--- src/rtl/l2_mem_arbiter.sv ---
// ------------------------------------------------------------------
// l2_mem_arbiter: shares one line-wide memory port between the L2
// D-side and I-side. Optional perf counters: L2_ARB_PERF_CNT_EN. Rev 1.0
// ------------------------------------------------------------------
`default_nettype none

module l2_mem_arbiter #(
  parameter int ADDR_W     = 28,
  parameter int LINE_W     = 128,
  parameter int FIXED_PRIO = 0
) (
  input  logic              clk,
  input  logic              proc_reset_n,
  input  logic              D_mem_read,
  input  logic              D_mem_write,
  input  logic [ADDR_W-1:0] D_mem_addr,
  input  logic [LINE_W-1:0] D_mem_wdata,
  output logic [LINE_W-1:0] D_mem_rdata,
  output logic              D_mem_ready,
  input  logic              I_mem_read,
  input  logic              I_mem_write,
  input  logic [ADDR_W-1:0] I_mem_addr,
  input  logic [LINE_W-1:0] I_mem_wdata,
  output logic [LINE_W-1:0] I_mem_rdata,
  output logic              I_mem_ready,
  output logic              mem_read,
  output logic              mem_write,
  output logic [ADDR_W-1:0] mem_addr,
  output logic [LINE_W-1:0] mem_wdata,
  input  logic [LINE_W-1:0] mem_rdata,
  input  logic              mem_ready,
  output logic [31:0]       d_grant_cnt,
  output logic [31:0]       i_grant_cnt,
  output logic [31:0]       conflict_cnt
);

  typedef enum logic [2:0] {
    S_IDLE   = 3'd0,
    S_BUSY_D = 3'd1,
    S_BUSY_I = 3'd2,
    S_DONE_D = 3'd3,
    S_DONE_I = 3'd4
  } state_t;

  localparam logic c_fixed_prio = (FIXED_PRIO != 0);

  state_t r_state;
  logic   r_last_grant_i;
  logic   w_d_valid;
  logic   w_i_valid;
  logic   w_grant_d;
  logic   w_grant_i;

  // Read and write together is treated as no request at all.
  assign w_d_valid = D_mem_read ^ D_mem_write;
  assign w_i_valid = I_mem_read ^ I_mem_write;
  assign w_grant_d = w_d_valid & (~w_i_valid | c_fixed_prio | r_last_grant_i);
  assign w_grant_i = w_i_valid & ~w_grant_d;

  // The mem_* outputs double as the latched request registers.
  always_ff @(posedge clk or negedge proc_reset_n) begin
    if (!proc_reset_n) begin
      r_state        <= S_IDLE;
      r_last_grant_i <= 1'b1;
      mem_read       <= 1'b0;
      mem_write      <= 1'b0;
      mem_addr       <= '0;
      mem_wdata      <= '0;
      D_mem_ready    <= 1'b0;
      I_mem_ready    <= 1'b0;
      D_mem_rdata    <= '0;
      I_mem_rdata    <= '0;
    end else begin
      D_mem_ready <= 1'b0;
      I_mem_ready <= 1'b0;
      case (r_state)
        S_IDLE: begin
          if (w_grant_d) begin
            r_state        <= S_BUSY_D;
            r_last_grant_i <= 1'b0;
            mem_read       <= D_mem_read;
            mem_write      <= D_mem_write;
            mem_addr       <= D_mem_addr;
            mem_wdata      <= D_mem_wdata;
          end else if (w_grant_i) begin
            r_state        <= S_BUSY_I;
            r_last_grant_i <= 1'b1;
            mem_read       <= I_mem_read;
            mem_write      <= I_mem_write;
            mem_addr       <= I_mem_addr;
            mem_wdata      <= I_mem_wdata;
          end
        end
        S_BUSY_D: begin
          if (mem_ready) begin
            r_state     <= S_DONE_D;
            D_mem_ready <= 1'b1;
            mem_read    <= 1'b0;
            mem_write   <= 1'b0;
            if (mem_read) D_mem_rdata <= mem_rdata;
          end
        end
        S_BUSY_I: begin
          if (mem_ready) begin
            r_state     <= S_DONE_I;
            I_mem_ready <= 1'b1;
            mem_read    <= 1'b0;
            mem_write   <= 1'b0;
            if (mem_read) I_mem_rdata <= mem_rdata;
          end
        end
        S_DONE_D, S_DONE_I: r_state <= S_IDLE;
        default:            r_state <= S_IDLE;
      endcase
    end
  end

`ifdef L2_ARB_PERF_CNT_EN
  logic [31:0] r_d_grant_cnt;
  logic [31:0] r_i_grant_cnt;
  logic [31:0] r_conflict_cnt;

  always_ff @(posedge clk or negedge proc_reset_n) begin
    if (!proc_reset_n) begin
      r_d_grant_cnt  <= '0;
      r_i_grant_cnt  <= '0;
      r_conflict_cnt <= '0;
    end else if (r_state == S_IDLE) begin
      if (w_grant_d)             r_d_grant_cnt  <= r_d_grant_cnt + 32'd1;
      if (w_grant_i)             r_i_grant_cnt  <= r_i_grant_cnt + 32'd1;
      if (w_d_valid & w_i_valid) r_conflict_cnt <= r_conflict_cnt + 32'd1;
    end
  end

  assign d_grant_cnt  = r_d_grant_cnt;
  assign i_grant_cnt  = r_i_grant_cnt;
  assign conflict_cnt = r_conflict_cnt;
`else
  assign d_grant_cnt  = 32'd0;
  assign i_grant_cnt  = 32'd0;
  assign conflict_cnt = 32'd0;
`endif

endmodule

`default_nettype wire

--- config.mk ---
export PLATFORM = sky130hd
export DESIGN_NAME = l2_mem_arbiter
export DESIGN_NICKNAME = d
export VERILOG_FILES = /design/src/rtl/l2_mem_arbiter.sv
export SDC_FILE = /design/constraint.sdc
export NUM_CORES = 1
export LEC_CHECK = 0
export ABC_AREA = 0
export ABC_CLOCK_PERIOD_IN_PS = 4000
export CORE_AREA = 2 2 375 377
export CTS_CLUSTER_SIZE = 10
export DETAILED_ROUTE_END_ITERATION = 10
export DIE_AREA = 0 0 377 379
export GPL_TIMING_DRIVEN = 0
export PLACE_DENSITY_LB_ADDON = 0.1
export SLEW_MARGIN = 20
export SYNTH_ARGS = -nofsm -noshare
export SYNTH_HDL_FRONTEND = slang
export SYNTH_SLANG_ARGS = --single-unit
--- constraint.sdc ---
create_clock -name clk -period 4 [get_ports clk]
set_input_delay 0.6 -clock clk [delete_from_list [all_inputs] [get_ports clk]]
set_output_delay 0.6 -clock clk [all_outputs]
set_load 0.01 [all_outputs]
# Word-level counts from Yosys, hierarchy flattened
# Cells that the tools add are included.
# totals
regBits	420
inputBits	447
out_inout_bits	512
word_cells	53
# op_classes
n_eq_ne	6
muxes	21
bitwise	7
reduce_logical	9
# ops
op	count
$mux W128	2
$mux W28	2
$mux W3	4
$reduce_and A3 Y1	4
$mux W1	10
$pmux W3 S3	1
$ne A2 B2 Y1 const B	2
$pmux W1 S2	2
$reduce_bool A2 Y1	2
$eq A3 B1 Y1 const B	1
$eq A3 B2 Y1 const B	1
$logic_not A3 Y1	1
$ne A3 B3 Y1 const B	1
$and A1 B1 Y1	2
$ne A2 B1 Y1 const B	1
$not A1 Y1	2
$reduce_and A2 Y1	1
$reduce_or A2 Y1	1
$xor A1 B1 Y1	2
$or A1 B1 Y1	1

# Depth between registers and ports, before layout
# Gate-level depths: netlist (run 1).
# logic_depth
word_depth	9
mapped_depth	7
ltp_nobuf	4

# Least setup slack after synthesis (run 1)
# No wires, ideal clock.
# synth_timing
kind	input to register
start	input port D_mem_read
end	register mem_wdata[119]
setup_time_ns	0.077
t_arrival_ns	1.709
required_time_ns	3.923
path_slack_ns	2.214
cell_stages	7
path_buffers	3
path_cell_list	buf_2 > xor2_1 > o21ai_2 > buf_4 > buf_2 > a21oi_1 > a21oi_1
# synth_via
elab_chain_len	6
elab_cells_between_ends	7
classes_between	1 x mux; 4 x bitwise; 2 x reduce/logical
# synth_rtl
element	line_no	text
start: declaration	14	input logic D_mem_read,
$xor A1 B1 Y1 (*)	55	assign w_d_valid = D_mem_read ^ D_mem_write;
$and A1 B1 Y1 (*)	57	assign w_grant_d = w_d_valid & (~w_i_valid | c_fixed_prio | r_last_grant_i);
$not A1 Y1	58	assign w_grant_i = w_i_valid & ~w_grant_d;
$and A1 B1 Y1	58	
$reduce_bool A2 Y1 (no source line)	n/a	
$reduce_and A2 Y1 (no source line)	n/a	
end signal: assignment	84	mem_wdata <= D_mem_wdata;
end signal: assignment	91	mem_wdata <= I_mem_wdata;
end: declaration	29	output logic [LINE_W-1:0] mem_wdata,
# Mark *: on every way between the ends. The rest lies on a longest branch, timed or not.
# A chain may end at the register's enable or synchronous reset.

# Worst setup path in the final report (run 1)
# layout_timing
start	input port I_mem_read
end	register mem_addr[3]
# layout_via
elab_chain_len	8
elab_cells_between_ends	9
classes_between	1 x mux; 6 x bitwise; 2 x reduce/logical
# layout_rtl
element	line_no	text
start: declaration	20	input logic I_mem_read,
$xor A1 B1 Y1 (*)	56	assign w_i_valid = I_mem_read ^ I_mem_write;
$not A1 Y1	57	
$or A1 B1 Y1	57	
$and A1 B1 Y1	57	
$not A1 Y1	58	
$and A1 B1 Y1	58	
$reduce_bool A2 Y1 (no source line)	n/a	
$reduce_and A2 Y1 (no source line)	n/a	
end signal: assignment	83	mem_addr <= D_mem_addr;
end signal: assignment	90	mem_addr <= I_mem_addr;
end: declaration	28	output logic [ADDR_W-1:0] mem_addr,
# Marks and branches as above.

==> impl_table.tex, run 1 <==
\begin{tabular}{lr}
\hline
Metric & Value \\
\hline
\multicolumn{2}{l}{\textbf{Status}} \\
\quad Status & complete, no violations \\
\multicolumn{2}{l}{\textbf{Routing}} \\
\quad Vias post-DR & 15.5k \\
\quad Overall routed net length & 96100 um \\
\quad Avg WL per Cell & around 22 um \\
\quad Initial drt markers & between 500 and 600 \\
\quad Antenna Violating Nets Remaining & 0 \\
\quad Drt first pass iters & 5 \\
\quad Post-route DRC violation count & 0 \\
\quad Routed via count divided by cell count & 3.51 \\
\multicolumn{2}{l}{\textbf{Die}} \\
\quad Overall die area & about 0.14 sq mm \\
\quad Total core area & $\sim$0.14 sq mm \\
\quad Io pins & approximately 960 \\
\quad Overall die height & $\sim$380 um \\
\quad Die Width & 377 um \\
\quad Initial standard-cell utilization of the core & between 10\% and 20\% \\
\quad Row cnt & about 140 \\
\multicolumn{2}{l}{\textbf{Global routing}} \\
\quad Global-route usage over all layers & roughly an eighth \\
\quad Vias in the first global route & 16.5k \\
\quad Maximum number of pins on one net before global-route repair & 80 \\
\quad Total congestion overflow after global routing & 0 \\
\quad Number of antenna violations at the first check in global routing & 40 \\
\quad First-pass GRT wire length & 130000 um \\
\multicolumn{2}{l}{\textbf{Min path}} \\
\quad Worst Hold Path Cells & 3 \\
\quad Path category of the worst min-delay check & primary input to register \\
\multicolumn{2}{l}{\textbf{Power}} \\
\quad Power, Total & approximately 23000 uW \\
\quad Internal Pwr Total & about 15000 uW \\
\quad P\_leak & between 0.01 and 0.015 uW \\
\quad Flop pwr share & between 30\% and 40\% \\
\quad Share of total power in the clock network & 23.0\% \\
\quad Power Dens Cells & approximately 750 mW/mm\^{}2 \\
\quad Switching power summed over all nets & 8440 uW \\
\quad Switching share of power & a little over a third \\
\quad Power share of the combinational group & between 40\% and 50\% \\
\quad Largest voltage drop on the vdd net & roughly 0.32 mV \\
\multicolumn{2}{l}{\textbf{Synth}} \\
\quad Count of flip-flops with a built-in enable after synthesis & 0 \\
\quad Flops \& latches, synth & 420 \\
\quad Flip-flop cell with the highest count after synthesis & sky130\_fd\_sc\_hd\_\_dfrtp\_1 \\
\quad Compound-gate portion of the synthesized area & 9.52\% \\
\quad Simple logic cell fraction of the synthesized area & about 7\% \\
\quad Adder and majority cell fraction of the synthesized area & 0\% \\
\quad Sequential fraction of the synthesis area & between 50 and 60\% \\
\quad Unique cell type count in the Yosys netlist & 33 \\
\quad Share of the synthesized netlist area taken by xor and xnor gates & less than 1\% \\
\quad Share of synthesized registers carrying an async set or reset & 100\% \\
\quad Share of synthesized area spent on multiplexers & about 16\% \\
\quad Mean area per synthesized cell & 11.6 sq um \\
\quad Number of standard cells after synthesis & about 1.5k \\
\quad Cell area after synthesis & 0.0177 sq mm \\
\quad Largest family of logic cells by synthesized area & multiplexers \\
\quad Synth Warn \# & 0 \\
\multicolumn{2}{l}{\textbf{Finish}} \\
\quad Number of cells in the finished layout apart from fillers & 4421 \\
\quad Most frequent cells in the layout & sky130\_fd\_sc\_hd\_\_clkdlybuf4s50\_1, sky130\_fd\_sc\_hd\_\_dfrtp\_1, sky130\_fd\_sc\_hd\_\_a21oi\_1 \\
\quad Layout Area Growth over Synthesis & 75.5\% \\
\quad Fraction of layout instances using a drive strength above 1 & about 11\% \\
\quad Final-stage net count & $\sim$3.0k \\
\quad Most common library cell in the layout ignoring fill and taps & sky130\_fd\_sc\_hd\_\_clkdlybuf4s50\_1 \\
\quad Core occupancy in the finished layout & between 20\% and 30\% \\
\multicolumn{2}{l}{\textbf{Placement}} \\
\quad Post-placement worst setup slack & 675 ps \\
\quad Count of buffers inserted at the top-level ports & between 800 and 900 \\
\quad Half-perimeter wire length after placement & a little under 80000 um \\
\quad Placed cell count & roughly 4.3k \\
\quad Routability congestion estimate & 0.829 \\
\multicolumn{2}{l}{\textbf{Critical path}} \\
\quad Data arrival, critical path & 3110 ps \\
\quad Startpoint of the most critical register-to-register path & r\_state[0] \\
\quad Kind of capture point of the worst setup path & register \\
\quad Startpoint of the most critical setup path & I\_mem\_read \\
\quad Critical path required time & 4580 ps \\
\quad Worst r2r dst & mem\_wdata[81] \\
\quad Critical path launch point type & primary input \\
\quad Critical Path Sink & mem\_addr[3] \\
\quad Highest fanout seen on the critical path & 10 \\
\quad Crit Path Category & primary input to register \\
\quad Depth of the worst register-to-register path & 7 \\
\quad R2r setup slk & around 1700 ps \\
\multicolumn{2}{l}{\textbf{STA}} \\
\quad Unrepaired setup endpoints after global routing & no \\
\quad Fmax & 0.394 GHz \\
\quad Post-route fraction of the period consumed by the critical path & a little under two thirds \\
\quad Slew @ Worst Pin & 847 ps \\
\quad Worst slew margin relative to its limit & between 40\% and 50\% \\
\quad Post-route setup slack & $\sim$1500 ps \\
\quad Count of final setup violators & 0 \\
\quad Setup Skew & approximately 15 ps \\
\quad Final hold viol count & 0 \\
\quad Final Max Tran Viols & 0 \\
\quad Post-layout minimum cycle time & roughly 2500 ps \\
\multicolumn{2}{l}{\textbf{Clocking}} \\
\quad Maximum level of the CTS H-tree & 2 \\
\quad Bufs on Longest Clock Path & 3 \\
\quad Register clock-pin slew on the reported worst setup and hold paths & around 60 ps \\
\quad Clock insertion delay at the later pin of the skew report & between 600 and 700 ps \\
\quad PostCTS Resize Cnt & 0 \\
\quad CTS tree & built \\
\quad Number of sinks driven by the clock tree & 420 \\
\quad Buffer cell driving the clock tree root & sky130\_fd\_sc\_hd\_\_clkbuf\_16 \\
\quad Total clock buffers created by CTS & slightly below 60 \\
\multicolumn{2}{l}{\textbf{Flow run}} \\
\quad Max Cap Viol & 0 \\
\hline
\end{tabular}
-- sequential cells by signal (all words and copies together), names as in the netlist --
name and flops:
r_last_grant_i 1, I_mem_rdata 128, D_mem_ready 1, I_mem_ready 1, mem_wdata 128, mem_read 1
r_state 3, mem_write 1, mem_addr 28, D_mem_rdata 128
-- synthesized netlist by cell type, types with 2 or more instances --
cell                       count  area share [%]
sky130_fd_sc_hd__a21oi_1     315             8.9
sky130_fd_sc_hd__a22o_1        2           0.099
sky130_fd_sc_hd__buf_2        51             1.4
sky130_fd_sc_hd__buf_4       119             5.0
sky130_fd_sc_hd__buf_6        13            0.83
sky130_fd_sc_hd__clkbuf_1     10            0.21
sky130_fd_sc_hd__dfrtp_1     419              59
sky130_fd_sc_hd__inv_1         4           0.085
sky130_fd_sc_hd__mux2_1      248              16
sky130_fd_sc_hd__mux2_2        8            0.51
sky130_fd_sc_hd__nand2_1     160             3.4
sky130_fd_sc_hd__nand3_1       2           0.056
sky130_fd_sc_hd__nor2_1      158             3.3
sky130_fd_sc_hd__nor3_2        2            0.11
sky130_fd_sc_hd__o21ai_1       2           0.056
sky130_fd_sc_hd__xnor2_1       3            0.15
sky130_fd_sc_hd__xor2_1        2           0.099
-- per-layer routing --
layer	share of wire (%)	vias up	GRT usage, %
met3	10	149	5.83
li1	-	7093	-
met4	1.7	50	2.75
met2	50	651	22.4
met1	38	7596	14.3
met5	0.35	-	0
-- power groups by stage --
stage	Clock, uW	Sequential [uW]	Combinational, uW
after floorplan	0	8210	3100
after global placement	0	7500	10600
after detailed placement	0	7530	10700
after CTS	5590	7470	10700
after global routing	5750	7710	11300
final	5330	7420	10400
-- logic make-up after synthesis --
logic type | count (synthesis)
and+or+nand+nor | 325
xor gates and xnor gates | 5
other | 1
DFF | 420
AOI/OAI and AO/OA | 329
buffers and inverters | 198
muxes | 256
-- cell type report --
type | count | area (sq um)
fill | 15044 | 108000
sequential | 420 | 10500
timing repair buffer | 867 | 8770
multi-input combinational | 1011 | 6210
tap | 1807 | 2260
clock buffer | 94 | 1820
buffer | 194 | 1340
clock inverter | 15 | 145
antenna | 9 | 22.5
inverter | 4 | 15.0
-- critical path: stages --
cell	delay, ps
sky130_fd_sc_hd__clkdlybuf4s50_1	610
sky130_fd_sc_hd__xor2_1	150
sky130_fd_sc_hd__o21ai_2	630
sky130_fd_sc_hd__buf_4	410
sky130_fd_sc_hd__buf_2	350
sky130_fd_sc_hd__a21oi_1	150
sky130_fd_sc_hd__a21oi_1	160
-- through the flow --
stage	hold WS, ps	setup TNS (ps)	instance area (sq um)
after floorplan	304	0	18100
after global placement	474	-7879010	29000
after detailed placement	480	0	29100
after CTS	287	0	31100
after global routing	326	0	31100
final	346	0	31100
-- worst min path at each step --
| stage | start | to |
|---|---|---|
| 2_1_floorplan | proc_reset_n | D_mem_rdata[0] |
| 5_1_grt | D_mem_read | mem_read |
| 6_report | D_mem_read | mem_read |
| 3_3_place_gp | D_mem_rdata[60] | D_mem_rdata[60] |
| 4_1_cts | D_mem_read | mem_read |
| 3_5_place_dp | I_mem_rdata[78] | I_mem_rdata[78] |
-- repair_timing --
| action | CTS | global route |
|---|---|---|
| hold buffers | 1 | 0 |
| hold endpoints to repair | 67 | 0 |
| setup buffers | 0 | 0 |
Power figures use the tool's default switching activity.
==> run 2: changes to the inputs <==
--- a/config.mk
+++ b/config.mk
@@ -6,7 +6,7 @@
 export NUM_CORES = 1
 export LEC_CHECK = 0
 export ABC_AREA = 0
-export ABC_CLOCK_PERIOD_IN_PS = 4000
+export ABC_CLOCK_PERIOD_IN_PS = 2600
 export CORE_AREA = 2 2 375 377
 export CTS_CLUSTER_SIZE = 10
 export DETAILED_ROUTE_END_ITERATION = 10
==> constraint.sdc (replaced) <==
create_clock -name clk -period 2.6 [get_ports clk]
set_input_delay 0.39 -clock clk [delete_from_list [all_inputs] [get_ports clk]]
set_output_delay 0.39 -clock clk [all_outputs]
set_load 0.01 [all_outputs]
==> results of run 2 <==
The final DEF is identical to that of run 1. Status: complete, no violations.
Main changes from that run: setup slack after placement 675 ps -> -515 ps; clock-pin slew on the worst setup and hold paths 60 ps -> 50 ps; setup slack after layout 1460 ps -> 265 ps; hold slack 346 ps -> 136 ps; start point of the critical path I_mem_read -> r_state[0]; end point of the critical path mem_addr[3] -> mem_wdata[81]; register-to-register setup slack 1660 ps -> 260 ps; total power 23200 uW -> 35600 uW; worst IR drop on VDD 0.317 mV -> 0.487 mV
